**config.mk**
```make
export PLATFORM = sky130hd
export DESIGN_NAME = mem_access_unit
export DESIGN_NICKNAME = d
export VERILOG_FILES = /design/src/rtl/mem_access_unit.sv
export SDC_FILE = /design/constraint.sdc
export NUM_CORES = 1
export LEC_CHECK = 0
export CAP_MARGIN = 20
export CORE_MARGIN = 2
export CORE_UTILIZATION = 55
export DETAILED_ROUTE_END_ITERATION = 8
export PLACE_DENSITY = 0.83
export SLEW_MARGIN = 20
export SYNTH_ARGS = -nofsm -noshare
export SYNTH_HDL_FRONTEND = slang
export SYNTH_SLANG_ARGS = --single-unit
```
**constraint.sdc**
```tcl
create_clock -name clk -period 12.64 [get_ports clk]
set_input_delay 1.896 -clock clk [delete_from_list [all_inputs] [get_ports clk]]
set_output_delay 1.896 -clock clk [all_outputs]
set_load 0.005 [all_outputs]
```
**src/rtl/mem_access_unit.sv**
```systemverilog
// Load/store sequencer: splits one RISC-V LB/LH/LW/LBU/LHU/SB/SH/SW request into
// little-endian byte accesses on a byte-wide RAM with a one-cycle registered read.
module mem_access_unit #(
  parameter logic check_alignment = 1'b1
) (
  input  logic        clk,
  input  logic        reset,
  input  logic        start,
  input  logic        is_store,
  input  logic [2:0]  funct3,
  input  logic [31:0] address,
  input  logic [31:0] store_data,
  output logic [31:0] load_data,
  output logic        busy,
  output logic        done,
  output logic        error,
  output logic [31:0] mem_address,
  output logic [7:0]  mem_write_data,
  output logic        mem_write_enable,
  input  logic [7:0]  mem_read_data,
  input  logic        mem_illegal_address
);

  // Handshake: a request is taken when start=1 and busy=0; the result (load_data,
  // error) is valid while done=1, which is a single-cycle pulse.
  typedef enum logic [1:0] {IDLE, READ, WRITE, DONE} state_t;

  state_t      state, state_next;
  logic [31:0] base, sdata, asm_q, asm_next;
  logic [2:0]  f3, n_q, k_q, k_inc, req_n;
  logic        req_bad, issuing, last_write;

  function automatic logic [7:0] byte_sel(input logic [31:0] w, input logic [1:0] idx);
    case (idx)
      2'd0:    byte_sel = w[7:0];
      2'd1:    byte_sel = w[15:8];
      2'd2:    byte_sel = w[23:16];
      default: byte_sel = w[31:24];
    endcase
  endfunction

  function automatic logic [31:0] extend(input logic [31:0] a, input logic [2:0] f);
    case (f)
      3'b000:  extend = {{24{a[7]}}, a[7:0]};
      3'b001:  extend = {{16{a[15]}}, a[15:0]};
      3'b100:  extend = {24'h0, a[7:0]};
      3'b101:  extend = {16'h0, a[15:0]};
      default: extend = a;
    endcase
  endfunction

  always_comb begin
    req_n = 3'd1;
    if (funct3[1:0] == 2'b01)      req_n = 3'd2;
    else if (funct3[1:0] == 2'b10) req_n = 3'd4;
    req_bad = (funct3[1:0] == 2'b11) || (funct3[2:1] == 2'b11) || (is_store && funct3[2]);
    if (check_alignment)
      req_bad = req_bad || (funct3[1:0] == 2'b01 && address[0])
                        || (funct3[1:0] == 2'b10 && address[1:0] != 2'b00);
  end

  assign k_inc      = k_q + 3'd1;
  assign issuing    = (state == READ) && (k_q < n_q);
  assign last_write = (k_inc == n_q);

  // In READ cycle k the byte issued in cycle k-1 is on mem_read_data.
  always_comb begin
    asm_next = asm_q;
    case (k_q)
      3'd1:    asm_next[7:0]   = mem_read_data;
      3'd2:    asm_next[15:8]  = mem_read_data;
      3'd3:    asm_next[23:16] = mem_read_data;
      3'd4:    asm_next[31:24] = mem_read_data;
      default: ;
    endcase
  end

  always_ff @(posedge clk or posedge reset) begin
    if (reset) state <= IDLE;
    else       state <= state_next;
  end

  always_comb begin
    state_next       = state;
    mem_write_enable = 1'b0;
    case (state)
      IDLE:  if (start) state_next = req_bad ? DONE : (is_store ? WRITE : READ);
      WRITE: begin
        mem_write_enable = !mem_illegal_address;
        if (mem_illegal_address || last_write) state_next = DONE;
      end
      READ:  if ((issuing && mem_illegal_address) || k_q == n_q) state_next = DONE;
      DONE:  state_next = IDLE;
      default: state_next = IDLE;
    endcase
  end

  assign busy = (state != IDLE);
  assign done = (state == DONE);

  always_ff @(posedge clk or posedge reset) begin
    if (reset) begin
      base           <= '0;
      sdata          <= '0;
      asm_q          <= '0;
      f3             <= '0;
      n_q            <= '0;
      k_q            <= '0;
      load_data      <= '0;
      error          <= 1'b0;
      mem_address    <= '0;
      mem_write_data <= '0;
    end else begin
      case (state)
        IDLE: if (start) begin
          base  <= address;
          f3    <= funct3;
          sdata <= store_data;
          n_q   <= req_n;
          k_q   <= '0;
          if (req_bad) error <= 1'b1;
          else begin
            mem_address <= address;
            if (is_store) mem_write_data <= store_data[7:0];
          end
        end
        WRITE: begin
          if (mem_illegal_address) error <= 1'b1;
          else if (last_write)     error <= 1'b0;
          else begin
            k_q            <= k_inc;
            mem_address    <= base + {29'b0, k_inc};
            mem_write_data <= byte_sel(sdata, k_inc[1:0]);
          end
        end
        READ: begin
          if (issuing && mem_illegal_address) error <= 1'b1;
          else begin
            asm_q <= asm_next;
            k_q   <= k_inc;
            if (k_inc < n_q) mem_address <= base + {29'b0, k_inc};
            if (k_q == n_q) begin
              load_data <= extend(asm_next, f3);
              error     <= 1'b0;
            end
          end
        end
        default: ;
      endcase
    end
  end

endmodule
```
Yosys cells after proc, flatten, opt, wreduce, memory -nomap -nowiden
Index checks and enable logic that the tools add are counted.
{"block": "classes", "add_sub_neg": 2, "order_cmp": 2, "eq_ne": 30, "mux": 40, "n_bitwise": 1, "reduce_logical": 27}
{"operator": "$mux W32", "count": 6}
{"operator": "$pmux W32 S4", "count": 1}
{"operator": "$pmux W32 S3", "count": 1}
{"operator": "$mux W8", "count": 9}
{"operator": "$add A32 B3 Y32", "count": 1}
{"operator": "$pmux W8 S3", "count": 1}
{"operator": "$mux W3", "count": 6}
{"operator": "$ne A2 B2 Y1 const B", "count": 8}
{"operator": "$pmux W8 S2", "count": 1}
{"operator": "$eq A2 B2 Y1 const B", "count": 6}
{"operator": "$mux W2", "count": 5}
{"operator": "$reduce_and A5 Y1", "count": 2}
{"operator": "$eq A3 B3 Y1 const B", "count": 3}
{"operator": "$pmux W3 S3", "count": 1}
{"operator": "$pmux W2 S4", "count": 1}
{"operator": "$mux W1", "count": 7}
{"operator": "$reduce_and A7 Y1", "count": 1}
{"operator": "$eq A2 B1 Y1 const B", "count": 3}
{"operator": "$eq A3 B1 Y1 const B", "count": 2}
{"operator": "$eq A3 B2 Y1 const B", "count": 2}
{"operator": "$eq A3 B3 Y1", "count": 2}
{"operator": "$logic_or A1 B1 Y1", "count": 6}
{"operator": "$lt A3 B3 Y1", "count": 2}
{"operator": "$reduce_and A3 Y1", "count": 2}
{"operator": "14 further kinds", "count": 23}
{"block": "word_totals", "reg_bits": 180, "in_bits": 80, "out_inout_bits": 76, "word_cells": 113}

Longest topological paths before layout
{"block": "logic_depth", "ltp_word": 8, "depth_mapped": 10, "ltp_nobuf": 9}

Worst setup path after synthesis
Ideal clock, no wire load.
{"block": "synth_path", "kind": "input -> output", "from": "input port mem_illegal_address", "to": "output port mem_write_enable", "arrival_time_ns": 2.033, "required_ns": 10.744, "setup_slack_ns": 8.711, "path_stages": 1, "n_path_buf": 0, "path_cell_list": "nor2b_1"}
{"block": "synth_via", "elab_chain_cells": 2}
{"element": "start, declared", "line_no": "21", "source": "input logic mem_illegal_address"}
{"element": "$logic_not A1 Y1", "line_no": "89", "source": "mem_write_enable = !mem_illegal_address;"}
{"element": "$mux W1", "line_no": "86", "source": "case (state)"}
{"element": "end, declared", "line_no": "19", "source": "output logic mem_write_enable,"}
Every way passes these cells.

Worst setup path in the final report
Same ends and word-level chain as after synthesis.

==> metrics.txt <==
# TYPE chip_impl_metric gauge
chip_impl_metric{name="post_cts.repair.setup_buffers",unit=""} 0
chip_impl_metric{name="cts-buffers-inserted",unit=""} 17
chip_impl_metric{name="setup_total_negative_slack",unit="ns"} 0
chip_impl_metric{name="io-pin-count",unit=""} 156
chip_impl_metric{name="netlist_area_pre_place",unit="µm²"} 9030
chip_impl_metric{name="grt_use_total",unit="%"} 24.2
chip_impl_metric{name="worst-path-buf-inv",unit=""} 2
chip_impl_metric{name="clock_tree.htree_level_count",unit=""} 4
chip_impl_metric{name="globalplace.congestion",unit=""} 0.877
chip_impl_metric{name="synth_cell_types",unit=""} 57
chip_impl_metric{name="worst_skew_pair.late_latency",unit="ns"} 0.43
chip_impl_metric{name="ctsResizeCount",unit=""} 0
chip_impl_info{name="cts_root_buffer_type",value="sky130_fd_sc_hd__clkbuf_16"} 1
chip_impl_metric{name="max-cap-violations",unit=""} 0
chip_impl_metric{name="design_area",unit="µm²"} 11200
chip_impl_metric{name="numPortBuffers",unit=""} 155
chip_impl_metric{name="antenna_found_initial",unit=""} 0
chip_impl_metric{name="static-leakage-power",unit="µW"} 0.00460
chip_impl_metric{name="number_of_global_route_vias_before_repair",unit=""} 6685
chip_impl_metric{name="post_layout_nonfiller_instances",unit=""} 1168
chip_impl_metric{name="synth_enable_flop_cells",unit=""} 0
chip_impl_metric{name="synth.net_count",unit=""} 911
chip_impl_metric{name="finalMaxSlewViolations",unit=""} 0
chip_impl_metric{name="area_growth_syn_to_layout",unit="%"} 24.1
chip_impl_metric{name="yosysWarningCount",unit=""} 0
chip_impl_info{name="dominant_cell_type_by_area_after_synthesis",value="sky130_fd_sc_hd__dfrtp_1"} 1
chip_impl_metric{name="num-nets-final",unit=""} 1045
chip_impl_metric{name="final_hold_viol_count",unit=""} 0
chip_impl_metric{name="initial_core_util",unit="%"} 56.7
chip_impl_metric{name="area_fraction_of_the_dominant_cell_type_after_synthesis",unit="%"} 49.9
chip_impl_info{name="run_status",value="finished clean"} 1
chip_impl_metric{name="globalRoute.totalOverflow",unit=""} 0
chip_impl_metric{name="fp.dieW",unit="µm"} 132
chip_impl_metric{name="critical-path-max-stage-delay",unit="ns"} 0.52
chip_impl_info{name="worst_path_max_delay_cell",value="sky130_fd_sc_hd__clkdlybuf4s50_1"} 1
chip_impl_info{name="timing.critical_path.cells",value="clkdlybuf4s50_1 -> nor2b_1 -> clkdlybuf4s50_1"} 1
chip_impl_info{name="setup.worst_path.end_class",value="primary output"} 1
chip_impl_info{name="type_of_the_worst_setup_path",value="primary input to primary output"} 1
chip_impl_metric{name="dp_cells",unit=""} 1138
chip_impl_info{name="setup_repair_after_global_routing_missed_its_margin",value="no"} 1
chip_impl_metric{name="detailedRoute.firstIterationViolations",unit=""} 482
chip_impl_metric{name="detailed_place_hpwl",unit="µm"} 14400
chip_impl_metric{name="number_of_cells_produced_by_synthesis",unit=""} 807
chip_impl_metric{name="design.die.area",unit="µm²"} 17500
chip_impl_metric{name="maxSlewHeadroom",unit="%"} 26.2
chip_impl_metric{name="worst_slew_pin_slew",unit="ns"} 1.11
chip_impl_info{name="crit_path_frequent_cell",value="sky130_fd_sc_hd__clkdlybuf4s50_1"} 1
chip_impl_info{name="cts_tree",value="built"} 1
chip_impl_metric{name="clock_sinks",unit=""} 180
chip_impl_metric{name="clkTransAtPathRegs",unit="ns"} 0.06
chip_impl_metric{name="routed_wl",unit="µm"} 20600
chip_impl_metric{name="coreArea",unit="µm²"} 15900
chip_impl_metric{name="hold-path-cell-count",unit=""} 1
chip_impl_metric{name="vdd_ir_drop_max",unit="µV"} 144
chip_impl_info{name="critPathTopFamily",value="buffers and inverters"} 1
chip_impl_info{name="regToRegEndpoint",value="mem_address[26]$_DFFE_PP0P_"} 1
chip_impl_info{name="holdCritPathClass",value="flop to flop"} 1
chip_impl_metric{name="finalWorstPathRequiredPeriod",unit="ns"} 4.90
chip_impl_metric{name="postRouteAntennaNets",unit=""} 0
chip_impl_metric{name="async_reset_ff_share",unit="%"} 100
chip_impl_metric{name="synth_area_per_cell",unit="µm²"} 11.2
chip_impl_metric{name="cts.path.max_buffers",unit=""} 2
chip_impl_metric{name="grt_pass1_wl",unit="µm"} 33900
chip_impl_info{name="endpoint_worst_hold",value="mem_address[9]$_DFFE_PP0P_"} 1
chip_impl_info{name="critPathLaunchType",value="primary input"} 1
chip_impl_metric{name="die_height",unit="µm"} 132
chip_impl_metric{name="depth_of_the_worst_register_to_register_path",unit=""} 9
chip_impl_metric{name="dpl-instance-area",unit="µm²"} 10700
chip_impl_metric{name="cell_area_power_density",unit="nW/µm²"} 275
chip_impl_info{name="timing.hold.worst.start",value="mem_address[9]$_DFFE_PP0P_"} 1
chip_impl_metric{name="cp.arrival",unit="ns"} 3.00
chip_impl_metric{name="ys_seq_area_share",unit="%"} 49.9
chip_impl_metric{name="finalClockSkew",unit="ns"} 0.00727
chip_impl_info{name="timing.rr.start",value="k_q[0]$_DFFE_PP0P_"} 1
chip_impl_metric{name="drc_violations_left",unit=""} 0
chip_impl_info{name="synth_top_cells_by_area",value="sky130_fd_sc_hd__dfrtp_1, sky130_fd_sc_hd__mux2_2, sky130_fd_sc_hd__mux2i_1"} 1
chip_impl_metric{name="drt-wirelength-per-cell",unit="µm"} 17.7
chip_impl_metric{name="critPathMaxFanout",unit=""} 3
chip_impl_metric{name="vias",unit=""} 6793
chip_impl_metric{name="min_period_over_period",unit="%"} 38.7
chip_impl_metric{name="postSynthRegisterBits",unit=""} 180
chip_impl_metric{name="timing.critical_path.required",unit="ns"} 10.74
chip_impl_metric{name="grt_start_max_net_pins",unit=""} 74
chip_impl_metric{name="vias_per_cell",unit=""} 5.82
chip_impl_metric{name="share_of_final_layout_standard_cells_stronger_than_drive_strength_1",unit="%"} 18.1
chip_impl_metric{name="final-setup-viol-count",unit=""} 0
chip_impl_metric{name="number_of_placement_rows",unit=""} 46
chip_impl_metric{name="achievable-frequency",unit="MHz"} 204
chip_impl_info{name="dominantRegCellSynth",value="sky130_fd_sc_hd__dfrtp_1"} 1
chip_impl_metric{name="postCtsHoldBufs",unit=""} 0
chip_impl_metric{name="antennaDiodeCount",unit=""} 0
chip_impl_metric{name="timing.reg2reg.setup_slack",unit="ns"} 9.53
chip_impl_metric{name="drt_pass1_iterations",unit=""} 6
per-stage QoR:
stage	setup slack, ns	util (%)	total power (µW)	hold WS [ns]
final	7.74	70.3	3090	0.490
after global routing	7.68	70.3	3300	0.506
after floorplan	5.86	-	2090	0.477
after CTS	7.74	70.3	3100	0.493
after global placement	7.76	67.1	2560	0.473
after detailed placement	7.75	67.1	2620	0.479
cell usage in the layout, fill, tap and decap left out, types with 4 or more instances in the layout:
cell                                n
sky130_fd_sc_hd__a21oi_1           63
sky130_fd_sc_hd__a222oi_1           8
sky130_fd_sc_hd__a31oi_1           18
sky130_fd_sc_hd__and2_1             5
sky130_fd_sc_hd__and4_1             4
sky130_fd_sc_hd__buf_4              7
sky130_fd_sc_hd__clkbuf_16         17
sky130_fd_sc_hd__clkdlybuf4s50_1  155
sky130_fd_sc_hd__clkinv_2           4
sky130_fd_sc_hd__dfrtp_1          180
sky130_fd_sc_hd__ha_1              22
sky130_fd_sc_hd__inv_1             24
sky130_fd_sc_hd__mux2_2           124
sky130_fd_sc_hd__mux2i_1           35
sky130_fd_sc_hd__nand2_1           35
sky130_fd_sc_hd__nand2b_1          11
sky130_fd_sc_hd__nand3_1           11
sky130_fd_sc_hd__nand4_1            7
sky130_fd_sc_hd__nor2_1            78
sky130_fd_sc_hd__nor2b_1            7
sky130_fd_sc_hd__o211ai_1          10
sky130_fd_sc_hd__o21a_1             8
sky130_fd_sc_hd__o21ai_0           23
sky130_fd_sc_hd__o31ai_1           16
sky130_fd_sc_hd__or3_1              7
sky130_fd_sc_hd__or4_1             15
sky130_fd_sc_hd__xnor2_1            8
sequential cells by signal, summed over array words and instances, names as in the netlist:
register,cells
asm_q,32
base,32
error,1
f3,3
k_q,3
load_data,32
mem_address,32
mem_write_data,8
n_q,3
sdata,32
state,2
final cells by class:
| type | instances | area, µm² |
|---|---|---|
| flip-flops and latches | 180 | 4500 |
| well taps | 216 | 270 |
| repair buffers | 162 | 1600 |
| clock inverters | 9 | 60.1 |
| fillers | 1222 | 4730 |
| multi-input cells | 555 | 4220 |
| clock buffers | 21 | 450 |
| inverters | 25 | 98.8 |
Yosys cell counts, types with 3 or more instances:
library cell                number
sky130_fd_sc_hd__nand3_1        11
sky130_fd_sc_hd__and2_1          5
sky130_fd_sc_hd__o31ai_1        16
sky130_fd_sc_hd__inv_1          25
sky130_fd_sc_hd__or4_1          15
sky130_fd_sc_hd__xnor2_1         8
sky130_fd_sc_hd__nor2_1         78
sky130_fd_sc_hd__o211ai_1       10
sky130_fd_sc_hd__a222oi_1        8
sky130_fd_sc_hd__buf_6           3
sky130_fd_sc_hd__a31oi_1        18
sky130_fd_sc_hd__nand4_1         7
sky130_fd_sc_hd__o21a_1          8
sky130_fd_sc_hd__o2111ai_1       3
sky130_fd_sc_hd__clkbuf_1       27
sky130_fd_sc_hd__mux2_2        124
sky130_fd_sc_hd__o21ai_0        23
sky130_fd_sc_hd__nand2b_1       11
sky130_fd_sc_hd__dfrtp_1       180
sky130_fd_sc_hd__nor2b_1         7
sky130_fd_sc_hd__nand2_1        36
sky130_fd_sc_hd__and4_1          4
sky130_fd_sc_hd__mux2i_1        35
sky130_fd_sc_hd__or3_1           7
sky130_fd_sc_hd__buf_1           3
sky130_fd_sc_hd__a21oi_1        64
sky130_fd_sc_hd__mux2_1          3
sky130_fd_sc_hd__ha_1           23
sky130_fd_sc_hd__buf_2          10
report_power, final:
part | internal (µW) | switching (µW)
clock | 253 | 215
sequential | 871 | 207
combinational | 812 | 728
how the worst max path moves through the flow:
| stage | slack, ns | from | cells after the start | end |
|---|---|---|---|---|
| after floorplan | 5.86 | reset | 1 | asm_q[0]$_DFFE_PP0P_ |
| after global placement | 7.76 | mem_illegal_address | 3 | mem_write_enable |
| after detailed placement | 7.75 | mem_illegal_address | 3 | mem_write_enable |
| after CTS | 7.74 | mem_illegal_address | 3 | mem_write_enable |
| after global routing | 7.68 | mem_illegal_address | 3 | mem_write_enable |
| final | 7.74 | mem_illegal_address | 3 | mem_write_enable |
routing by layer:
layer / GRT usage (%) / wire length (µm) / vias up
li1: - / - / 3202
met5: 0 / 0 / -
met4: 9.66 / 573 / 0
met3: 5.19 / 1040 / 41
met1: 31.6 / 9130 / 3344
met2: 39.7 / 9900 / 206
cells by family (layout without fill, tap and decap cells):
kind of cell / after synthesis / after routing / synth area share [%]
AND/OR/NAND/NOR: 191 / 191 / 10.7
flip-flops: 180 / 180 / 49.9
AO/OA/AOI/OAI: 169 / 169 / 11.9
multiplexers: 162 / 162 / 19.7
buffers and inverters: 72 / 217 / 3.61
adder cells (fa/ha/maj): 24 / 24 / 3.41
XOR/XNOR: 9 / 9 / 0.873
(Power assumes the default switching activity.)
==> RTL change, RTL diff (same flow settings) <==
Change the parameter `check_alignment` from 1'b1 to 1'b0.
--- a/src/rtl/mem_access_unit.sv
+++ b/src/rtl/mem_access_unit.sv
@@ -1,7 +1,7 @@
 // Load/store sequencer: splits one RISC-V LB/LH/LW/LBU/LHU/SB/SH/SW request into
 // little-endian byte accesses on a byte-wide RAM with a one-cycle registered read.
 module mem_access_unit #(
-  parameter logic check_alignment = 1'b1
+  parameter logic check_alignment = 1'b0
 ) (
   input  logic        clk,
   input  logic        reset,
Check against the original RTL: not equivalent (a bounded check fails within 4 cycles, from zero or initial values and one cycle with reset high).
==> RTL change against the unedited design <==
Global-route usage up 0.32 points. Design area down 0.10%. Maximum frequency down 0.45%. Sequential cell count unchanged. Total power down 0.89%. Cell count down 0.68%. Area after synthesis down 0.76%. Wire length down 0.54%. Worst setup slack worse by 22 ps. Largest cell class unchanged.
==> RTL change: results (changes against the unedited design) <==
Parameter                              Value

Global route
  Via count of the first global-routing pass ... 6,650 (-0.52%)
  GRT Util Overall ... 0.246 (+0.00318)
  Largest net degree at the start of global routing ... 95 (+28%)

Placed design
  Placed cell count ... 1,128 (-0.88%)
  Detailed Place HPWL ... 14.0 mm (-3.2%)
  Post-Place Setup Slack ... 7720 ps (-27.2 ps)
  Standard cell area after detailed placement ... 10,700 um2 (-0.47%)

Critical path
  Reg-to-Reg End ... mem_address[24]
  Setup slack, reg-to-reg ... 9320 ps (-210 ps)

STA
  Normalized max-slew margin ... 0.319 (+0.0566)
  Post-route minimum period ... 4920 ps (+22.2 ps)
  Final-layout worst hold slack ... 489 ps (-1.57 ps)
  Worst clock skew ... 12.7 ps (+5.42 ps)

Power
  Pleak ... 4.61 nW (+0.18%)
  Switching share of power ... 0.371 (-0.00164)
  Worst VDD drop ... 0.172 mV (+20%)

Logic synthesis
  Leading cell types by count after synthesis ... sky130_fd_sc_hd__dfrtp_1, sky130_fd_sc_hd__mux2_2, sky130_fd_sc_hd__nor2_1
  Synthesized-area fraction occupied by xor and xnor cells ... 0.0137 (+0.00495)
  Cell variety after synth ... 55 (-3.5%)
  Area fraction in compound gates after synthesis ... 0.119 (about the same)
  Dominant cells by area after synthesis ... sky130_fd_sc_hd__dfrtp_1, sky130_fd_sc_hd__mux2_2, sky130_fd_sc_hd__mux2i_1
  Instance count of the mapped netlist ... 801 (-0.74%)
  Share of synthesized cell area in full adder, half adder and majority cells ... 0.0343 (+0.000262)
  Multiplexer share of the synthesized area ... 0.194 (-0.00351)

Hold path
  Startpoint of the tightest hold check path ... mem_write_data[1]
  Hold path cells ... 2 (+1)
  End point of the most critical hold path ... mem_write_data[1]

Finish
  Fraction of area in registers ... 0.402 (+0.000405)
  Number of flip-flops and latches ... 180 (unchanged)
  Final-layout clock-cell area share ... 0.0473 (+0.00172)
  Net total in the final layout ... 1,035 (-0.96%)
  Layout cell share with drive strength beyond 1 ... 0.182 (+0.00153)
  Clock buffer count in the final layout ... 20 (-4.8%)
  Proportion of final cell area spent on non-clock buffers ... 0.142 (-0.000861)
  #MultiIn Comb ... 549 (-1.1%)
  # fillers ... 1,192 (-2.5%)

Routing
  Initial DRC count ... 421 (-13%)
  Via count normalized by instance count ... 5.70 (-2.0%)
  DRT Pass-1 Iters ... 5 (-1)
  Aggregate routed wire length ... 20.5 mm (-0.54%)

Run status
  Outcome ... finished clean
[RTL change: routing by layer]
metal	vias up	part of all wire	GRT usage
li1	3170	-	-
met1	3242	0.45	0.328
met2	166	0.49	0.392
met3	33	0.045	0.0556
met4	0	0.025	0.0954
met5	-	0	0
[RTL change: cells by family (layout without fill, tap and decap cells)]
| family | count (synthesis) | in the layout |
|---|---|---|
| simple gates | 191 | 191 |
| flops | 180 | 180 |
| compound gates | 162 | 162 |
| mux | 158 | 158 |
| buf+inv | 72 | 215 |
| fa+ha+maj | 24 | 24 |
| xor+xnor | 14 | 14 |
[RTL change: power groups by stage]
stage                     sequential, W  combinational (W)  clock (W)
after floorplan                 0.00104            0.00101          0
after global placement          0.00107            0.00144          0
after detailed placement        0.00108            0.00149          0
after CTS                       0.00108            0.00150   0.000487
after global routing            0.00112            0.00164   0.000512
final                           0.00108            0.00150   0.000481
